[config.mk]
export PLATFORM = sky130hd
export DESIGN_NAME = shift_add_mult
export DESIGN_NICKNAME = d
export VERILOG_FILES = /design/src/rtl/mult_pkg.sv /design/src/rtl/mult_acc.sv /design/src/rtl/shift_add_mult.sv
export SDC_FILE = /design/constraint.sdc
export NUM_CORES = 1
export LEC_CHECK = 0
export ABC_CLOCK_PERIOD_IN_PS = 1900
export BUFFER_PORTS_ARGS = -buffer_cell sky130_fd_sc_hd__buf_2
export CAP_MARGIN = 20
export CORE_MARGIN = 5
export CORE_UTILIZATION = 40
export CTS_CLUSTER_DIAMETER = 80
export CTS_CLUSTER_SIZE = 10
export DETAILED_ROUTE_END_ITERATION = 16
export PLACE_DENSITY_LB_ADDON = 0.2
export SYNTH_ARGS = -nofsm -noshare
export SYNTH_HDL_FRONTEND = slang
export SYNTH_HIERARCHICAL = 1
export SYNTH_SLANG_ARGS = --single-unit
[constraint.sdc]
create_clock -name Clk -period 1.9 [get_ports Clk]
set_input_delay 0.285 -clock Clk [delete_from_list [all_inputs] [get_ports Clk]]
set_output_delay 0.285 -clock Clk [all_outputs]
set_load 0.005 [all_outputs]
[src/rtl/mult_pkg.sv]
// Shared definitions for the shift-add multiplier: controller state
// encoding and the bit-counter width helper.
package mult_pkg;

  typedef enum logic [1:0] {
    IDLE  = 2'd0,
    ADD   = 2'd1,
    SHIFT = 2'd2,
    FIN   = 2'd3
  } state_t;

  localparam int STATE_W = 2;

  // Width of a counter that must hold 0..n-1 (at least one bit).
  function automatic int cnt_width(input int n);
    return (n <= 2) ? 1 : $clog2(n);
  endfunction

endpackage

[src/rtl/mult_acc.sv]
// 2N+1-bit accumulator for the shift-add multiplier.
// ACC[2N:N] is the partial sum (with carry/sign bit), ACC[N-1:0] holds the
// multiplier bits that shift out LSB first. Controls are prioritised
// Load > Ad > Sh. Optional signed mode: SHIFT_ADD_MULT_SIGNED_EN.
module mult_acc
  import mult_pkg::*;
#(
  parameter int N = 4
) (
  input  logic           i_clk,
  input  logic           i_rst_n,
  input  logic           i_load,
  input  logic           i_ad,
  input  logic           i_sh,
`ifdef SHIFT_ADD_MULT_SIGNED_EN
  input  logic           i_sub,
`endif
  input  logic [N-1:0]   i_mcand,
  input  logic [N-1:0]   i_mplier,
  output logic [2*N-1:0] o_acc_lo
);

  logic [2*N:0] r_acc;
  logic [N-1:0] r_mcand;
  logic [N:0]   w_sum;
  logic [2*N:0] w_shifted;

  // Next partial sum and shifted accumulator for the current mode.
  always_comb begin
    w_sum     = r_acc[2*N:N];
    w_shifted = r_acc;
`ifdef SHIFT_ADD_MULT_SIGNED_EN
    // Mcand is sign-extended; the final multiplier bit carries negative
    // weight, so its partial product is subtracted.
    if (i_sub) begin
      w_sum = r_acc[2*N:N] - {r_mcand[N-1], r_mcand};
    end else begin
      w_sum = r_acc[2*N:N] + {r_mcand[N-1], r_mcand};
    end
    w_shifted = {r_acc[2*N], r_acc[2*N:1]};
`else
    w_sum     = r_acc[2*N:N] + {1'b0, r_mcand};
    w_shifted = {1'b0, r_acc[2*N:1]};
`endif
  end

  // Accumulator and multiplicand registers.
  always_ff @(posedge i_clk or negedge i_rst_n) begin
    if (!i_rst_n) begin
      r_acc   <= '0;
      r_mcand <= '0;
    end else if (i_load) begin
      r_acc   <= {{(N+1){1'b0}}, i_mplier};
      r_mcand <= i_mcand;
    end else if (i_ad) begin
      if (r_acc[0]) begin
        r_acc[2*N:N] <= w_sum;
      end
    end else if (i_sh) begin
      r_acc <= w_shifted;
    end
  end

  assign o_acc_lo = r_acc[2*N-1:0];

endmodule

[src/rtl/shift_add_mult.sv]
// Sequential shift-add multiplier: IDLE -> (ADD, SHIFT) x N -> FIN.
// Done pulses one cycle with Product, 2N+1 clocks after the accepting edge.
// Product holds until the next result. St is only sampled in IDLE.
// Optional two's-complement mode: define SHIFT_ADD_MULT_SIGNED_EN.
// Handshake: a request is accepted on a rising edge where St=1 and Busy=0;
// operands are captured on that edge and ignored afterwards until Done.
module shift_add_mult
  import mult_pkg::*;
#(
  parameter int DATA_LENGTH = 4
) (
  input  logic                     Clk,
  input  logic                     rst,
  input  logic                     St,
  input  logic [DATA_LENGTH-1:0]   Mcand,
  input  logic [DATA_LENGTH-1:0]   Mplier,
  output logic                     Busy,
  output logic                     Done,
  output logic [2*DATA_LENGTH-1:0] Product,
  output logic [STATE_W-1:0]       o_dbg_state
);

  localparam int N  = DATA_LENGTH;
  localparam int CW = cnt_width(DATA_LENGTH);

  state_t          r_state;
  state_t          w_state_nxt;
  logic [CW-1:0]   r_cnt;
  logic            w_load;
  logic            w_ad;
  logic            w_sh;
  logic            w_last;
  logic [2*N-1:0]  w_acc_lo;
  logic [2*N-1:0]  r_product;
  logic            r_done;

  assign w_last = (r_cnt == CW'(N - 1));

  // State register.
  always_ff @(posedge Clk or negedge rst) begin
    if (!rst) begin
      r_state <= IDLE;
    end else begin
      r_state <= w_state_nxt;
    end
  end

  // Next-state and datapath control decode.
  always_comb begin
    w_state_nxt = r_state;
    w_load      = 1'b0;
    w_ad        = 1'b0;
    w_sh        = 1'b0;
    case (r_state)
      IDLE: begin
        if (St) begin
          w_load      = 1'b1;
          w_state_nxt = ADD;
        end
      end
      ADD: begin
        w_ad        = 1'b1;
        w_state_nxt = SHIFT;
      end
      SHIFT: begin
        w_sh        = 1'b1;
        w_state_nxt = w_last ? FIN : ADD;
      end
      FIN: begin
        w_state_nxt = IDLE;
      end
      default: begin
        w_state_nxt = IDLE;
      end
    endcase
  end

  // Counts completed shifts; cleared on load.
  always_ff @(posedge Clk or negedge rst) begin
    if (!rst) begin
      r_cnt <= '0;
    end else if (w_load) begin
      r_cnt <= '0;
    end else if (w_sh) begin
      r_cnt <= r_cnt + CW'(1);
    end
  end

  // Result capture: Product and Done rise on the same edge leaving FIN.
  always_ff @(posedge Clk or negedge rst) begin
    if (!rst) begin
      r_product <= '0;
      r_done    <= 1'b0;
    end else begin
      r_done <= (r_state == FIN);
      if (r_state == FIN) begin
        r_product <= w_acc_lo;
      end
    end
  end

  mult_acc #(
    .N (N)
  ) u_acc (
    .i_clk    (Clk),
    .i_rst_n  (rst),
    .i_load   (w_load),
    .i_ad     (w_ad),
    .i_sh     (w_sh),
`ifdef SHIFT_ADD_MULT_SIGNED_EN
    .i_sub    (w_last),
`endif
    .i_mcand  (Mcand),
    .i_mplier (Mplier),
    .o_acc_lo (w_acc_lo)
  );

  assign Busy        = (r_state != IDLE);
  assign Done        = r_done;
  assign Product     = r_product;
  assign o_dbg_state = r_state;

endmodule

Word-level counts from Yosys, hierarchy flattened
Index checks and enable logic that the tools add are counted.
{"block": "op_classes", "n_addsub": 2, "n_eq_ne": 7, "mux": 14, "reduce_logical": 6}
{"op": "2-to-1 mux 9 bit", "count": 2}
{"op": "2-to-1 mux 5 bit", "count": 2}
{"op": "2-to-1 mux 2 bit", "count": 4}
{"op": "one-hot mux 2 bit (4 select lines)", "count": 1}
{"op": "equality test 2 bit (second input constant)", "count": 3}
{"op": "adder 5 x 4 -> 5 bit", "count": 1}
{"op": "2-to-1 mux 1 bit", "count": 4}
{"op": "2-to-1 mux 4 bit", "count": 1}
{"op": "AND reduction 2 bit", "count": 2}
{"op": "nonzero test 2 bit", "count": 2}
{"op": "inequality test 3 x 2 -> 1 bit (second input constant)", "count": 1}
{"op": "nonzero test 3 bit", "count": 1}
{"op": "adder 2 x 1 -> 2 bit (second input constant)", "count": 1}
{"op": "equality test 2 x 1 -> 1 bit (second input constant)", "count": 1}
{"op": "logical NOT 2 bit", "count": 1}
{"op": "inequality test 2 x 1 -> 1 bit (second input constant)", "count": 1}
{"op": "inequality test 2 bit (second input constant)", "count": 1}
{"block": "totals", "reg_bits": 26, "input_bits": 11, "output_inout_bits": 12, "word_cells": 36}

Logic depth before layout (Yosys ltp)
{"block": "logic_depth", "ltp_word": 5, "depth_mapped": 6, "ltp_nobuf": 5}

Modules after synthesis
Netlist, hierarchy kept.
{"mod": "mult_acc", "instances": 1, "cells_each": 75, "area_each_um2": 845.8}
{"mod": "shift_add_mult", "instances": 1, "cells_each": 34, "area_each_um2": 540.5}

Worst setup path before layout
Ideal clock, no wire load.
{"block": "synth_timing", "path_type": "reg-to-reg", "startpoint": "register r_state[1] (netlist: o_dbg_state[1])", "endpoint": "register u_acc.r_acc[6]", "setup_ns": 0.125, "arrival_time_ns": 1.502, "setup_slack_ns": 0.273, "stages_incl_launch_ff": 7, "path_cell_list": "dfrtp_1 > or2_1 > nor2_1 > buf_2 > inv_1 > and3_4 > mux2_4"}
{"block": "synth_via", "elab_chain_cells": 4, "word_cells_on_any_way": 11, "classes_between": "eq/ne: 3; mux: 5; reduce/logical: 3"}
{"item": "from (decl)", "line": "shift_add_mult.sv:26", "text": "state_t r_state;"}
{"item": "from (signal assigned)", "line": "shift_add_mult.sv:44", "text": "r_state <= w_state_nxt;"}
{"item": "logical NOT 2 bit (*)", "line": "shift_add_mult.sv:54", "text": "case (r_state)"}
{"item": "2-to-1 mux 1 bit (*)", "line": "shift_add_mult.sv:54"}
{"item": "named net w_load", "line": "shift_add_mult.sv:29", "text": "logic w_load;"}
{"item": "inequality test 3 x 2 -> 1 bit (no line) / nonzero test 3 bit (equally long branches)"}
{"item": "AND reduction 2 bit (no line)"}
{"item": "to (signal assigned)", "line": "mult_acc.sv:53", "text": "r_acc <= {{(N+1){1'b0}}, i_mplier};"}
{"item": "to (signal, indexed assignment)", "line": "mult_acc.sv:57", "text": "r_acc[2*N:N] <= w_sum;"}
{"item": "to (signal assigned)", "line": "mult_acc.sv:60", "text": "r_acc <= w_shifted;"}
{"item": "to (decl)", "line": "mult_acc.sv:23", "text": "logic [2*N:0] r_acc;"}
The timed path passes the listed nets; every way through them passes the cells marked *.
A chain may end at the register's enable or synchronous reset.

Worst setup path after layout
{"block": "layout_timing", "startpoint": "register u_acc.r_acc[4]", "endpoint": "register u_acc.r_acc[6]"}
{"block": "layout_via", "elab_chain_cells": 4}
{"item": "adder 5 x 4 -> 5 bit", "line": "mult_acc.sv:42", "text": "w_sum = r_acc[2*N:N] + {1'b0, r_mcand};"}
{"item": "2-to-1 mux 5 bit", "line": "mult_acc.sv:56", "text": "if (r_acc[0]) begin"}
{"item": "2-to-1 mux 5 bit", "line": "mult_acc.sv:55", "text": "end else if (i_ad) begin"}
{"item": "2-to-1 mux 9 bit", "line": "mult_acc.sv:52", "text": "end else if (i_load) begin"}
Every way passes these cells. The select of a mux whose other input is x is not followed.

==> results.md <==
- Slew @ Worst Pin: between 0.5 and 0.6 ns
- Initial antenna violation count: 0
- # resized after CTS: 0
- TritonCTS clock tree: yes
- Netlist cell types: 37
- Count leader, synth: dfrtp_1
- Setup bufs post-CTS: 0
- Post-synth top area cell: dfrtp_1
- Peak VDD IR: between 0.5 and 0.6 mV
- Worst rel slew slack: 0.6091
- Sink Count: 26
- Cell family with most CP delay: adder cells
- Max-cap violations: 0
- Synth Register Bits: 26
- Post-CTS Hold Buffers: 1
- Initial detailed-routing violation count: 51
- Setup TNS: 0 ns
- Synth area leaders: dfrtp_1 (47%), mux2_4 (9.7%), mux2i_1 (5.8%), buf_4 (4.9%), ha_1 (4.5%)
- Share of the synthesized area in the top cell type: 0.4693
- DPL Wire Length: approximately 1800 um
- Primary FF master, synth: dfrtp_1
- Final setup viols: 0
- Die ar.: 4743 um2
- Final Cell Area: between 1500 and 2000 um2
- Worst r2r path cells: 5
- Max-slew violation count: 0
- Leak: between 0.0007 and 0.0008 uW
- Seq/Total Area, Yosys: 0.4693
- Crit path depth: 5
- CP Cell Sequence: ha_1, fa_1, xnor2_1, a211oi_1, mux2_4
- Yosys warnings: 6
- Number of top-level pins: 23
- Core area: about 3300 um2
- Filler instances: ~330
- Avg Inst Size Synth: 12.72 um2
- Net count, final: about 150
- Area after DPL: about 1500 um2
- Slowest-stage cell, CP: dfrtp_1
- Global placer's final weighted congestion: 0.7295
- Via Count: ~850
- Crit path max fanout: 4
- Final-report hold violation count: 0
- Crit path required time: ~2.2 ns
- Switch Pwr: around 930 uW
- Vias in the first global route: slightly above 900
- First-pass GRT wire length: 4257 um
- Asr flop ratio synth: 1.000
- Reg2reg end: u_acc/r_acc[6]
- Final worst path period need: 1.715 ns
- Clk_skew: between 0.015 and 0.02 ns
- Critical path class: flop to flop
- Period utilization: 0.9025
- DR pass1 iterations: 4
- Clk buf depth: 2
- Critical path buffer and inverter count: 0
- Initial core utilization: 0.4154
- Vias per inst: 4.896
- Area grow syn2layout: 11.91%
- Fmax: 583.2 MHz
- Clk root buf: clkbuf_4
- Final wirelength: between 2000 and 2500 um
- Switching share of power: 0.3528
- Inserted Diodes: 0
- Post-Syn Nets: about 130
- Synth top cells by count: dfrtp_1 (26), buf_4 (9), mux2_4 (9)
- Hold WC Path Type: input port to flop
- Sequential Power Share: 0.380
- Die width: about 70 um
- Post-synthesis cell area: approximately 1400 um2
- H-tree levels: 1
- Slowest stage delay, CP: 0.45 ns
- Y dimension of the die: 68.87 um
- WL per Instance: 14.16 um
- GRT overflow: 0
- Post-synth EDFFs: 0
- FP Rows: 21
- Setup crit end: u_acc/r_acc[6]
- Status: finished clean
- Worst-skew pair later-pin latency: approximately 0.32 ns
- Setup crit end kind: flop
- Crit path arrival time: ~2 ns
- CP startpoint: u_acc/r_acc[4]
- Power share of the clock group: 0.144
- All-Layer GR Usage: 0.1217
- Internal power: roughly 1700 uW
- Crit start category: flop
- Combinational cell fraction of total power: 0.476
- PD cells: ~1700 nW/um2
- Port buffer count: 22
- Worst r2r src: u_acc/r_acc[4]
- Total CTS buffers: 3
- Reg2reg setup slack: about 0.19 ns
- Gate Count Post-Synth: ~110
- Share of cells above drive strength 1: 0.4094
- RSZ-0062 raised after global routing: no
- Antenna viol nets, final: 0
- Clk slew on worst S/H paths: roughly 0.15 ns
- # DRC: 0
- Largest net degree at the start of global routing: 27
## power by group through the flow
stage / Clock (uW) / Combinational (uW) / Sequential [uW]
after global placement: 0 / 1230 / 1000
after floorplan: 0 / 1070 / 980
after CTS: 398 / 1270 / 1000
final: 379 / 1250 / 998
after global routing: 411 / 1410 / 1040
after detailed placement: 0 / 1270 / 1020
## cell usage in the layout (no fill, tap or decap), types with 2 or more instances in the layout
cell type,Yosys,routed
inv_1,4,4
nand4_1,2,2
dfrtp_1,26,26
ha_1,5,5
nand2_1,4,4
o31ai_2,2,2
buf_2,1,22
o21ai_1,4,4
nand3_1,2,2
nand3b_1,2,2
buf_4,9,3
mux2i_1,8,8
mux2_2,5,5
nor2_1,2,2
clkbuf_4,0,3
a21oi_1,3,3
mux2_4,9,9
## through the flow
stage / hold WS (ns) / utilization / std cells / power (uW) / setup slack (ns)
after floorplan: -0.01059 / - / 109 / 2045 / 0.2728
final: 0.1670 / 0.4649 / 173 / 2625 / 0.1853
after global placement: 0.3185 / 0.4462 / 168 / 2227 / 0.2634
after CTS: 0.1524 / 0.4649 / 173 / 2670 / 0.1605
after global routing: 0.1626 / 0.4649 / 173 / 2860 / 0.06653
after detailed placement: 0.3249 / 0.4462 / 168 / 2282 / 0.1924
## flip-flops by register name, summed over array words and instances (netlist names)
name and cells:
u_acc/r_acc 9, Product 8, u_acc/r_mcand 4, o_dbg_state 2, r_cnt 2, Done 1
## cell type report
| type | count | area (um2) | share of cell area |
|---|---|---|---|
| Timing Repair Buffer | 26 | 142.6 | 0.09194 |
| Clock buffer | 3 | 22.52 | 0.01452 |
| Clock inverter | 1 | 30.03 | 0.01935 |
| Multi-Input combinational cell | 67 | 633.1 | 0.4081 |
| Inverter | 4 | 15.01 | 0.009677 |
| Tap cell | 46 | 57.56 | 0.03710 |
| Sequential cell | 26 | 650.6 | 0.4194 |
## worst min-delay path: stages
cell and delay [ns]:
buf_2 0.08, nand2_1 0.04, o21ai_1 0.06
## cells by family after synthesis
family | share of synthesized area
DFF | 0.4693
muxes | 0.1958
and+or+nand+nor | 0.1101
AOI/OAI and AO/OA | 0.08484
buffers and inverters | 0.07399
adders and majority gates | 0.05957
xor gates and xnor gates | 0.006319
## worst min-delay path by stage
stage | from | endpoint | slack, ns | cells past startpoint
final | Mplier[3] | u_acc/r_acc[3] | 0.17 | 3
after global routing | Mcand[1] | u_acc/r_mcand[1] | 0.16 | 2
after CTS | Mplier[3] | u_acc/r_acc[3] | 0.15 | 3
after detailed placement | rst | Product[0] | 0.32 | 1
after global placement | rst | Product[0] | 0.32 | 1
after floorplan | rst | Done | -0.01 | 0
## per-layer routing
layer | wire [um] | GRT usage
met5 | 0 | 0
met4 | 14 | 0.04380
met3 | 82 | 0.02593
met2 | 1188 | 0.2024
met1 | 1164 | 0.1552
(Power assumes the default switching activity.)
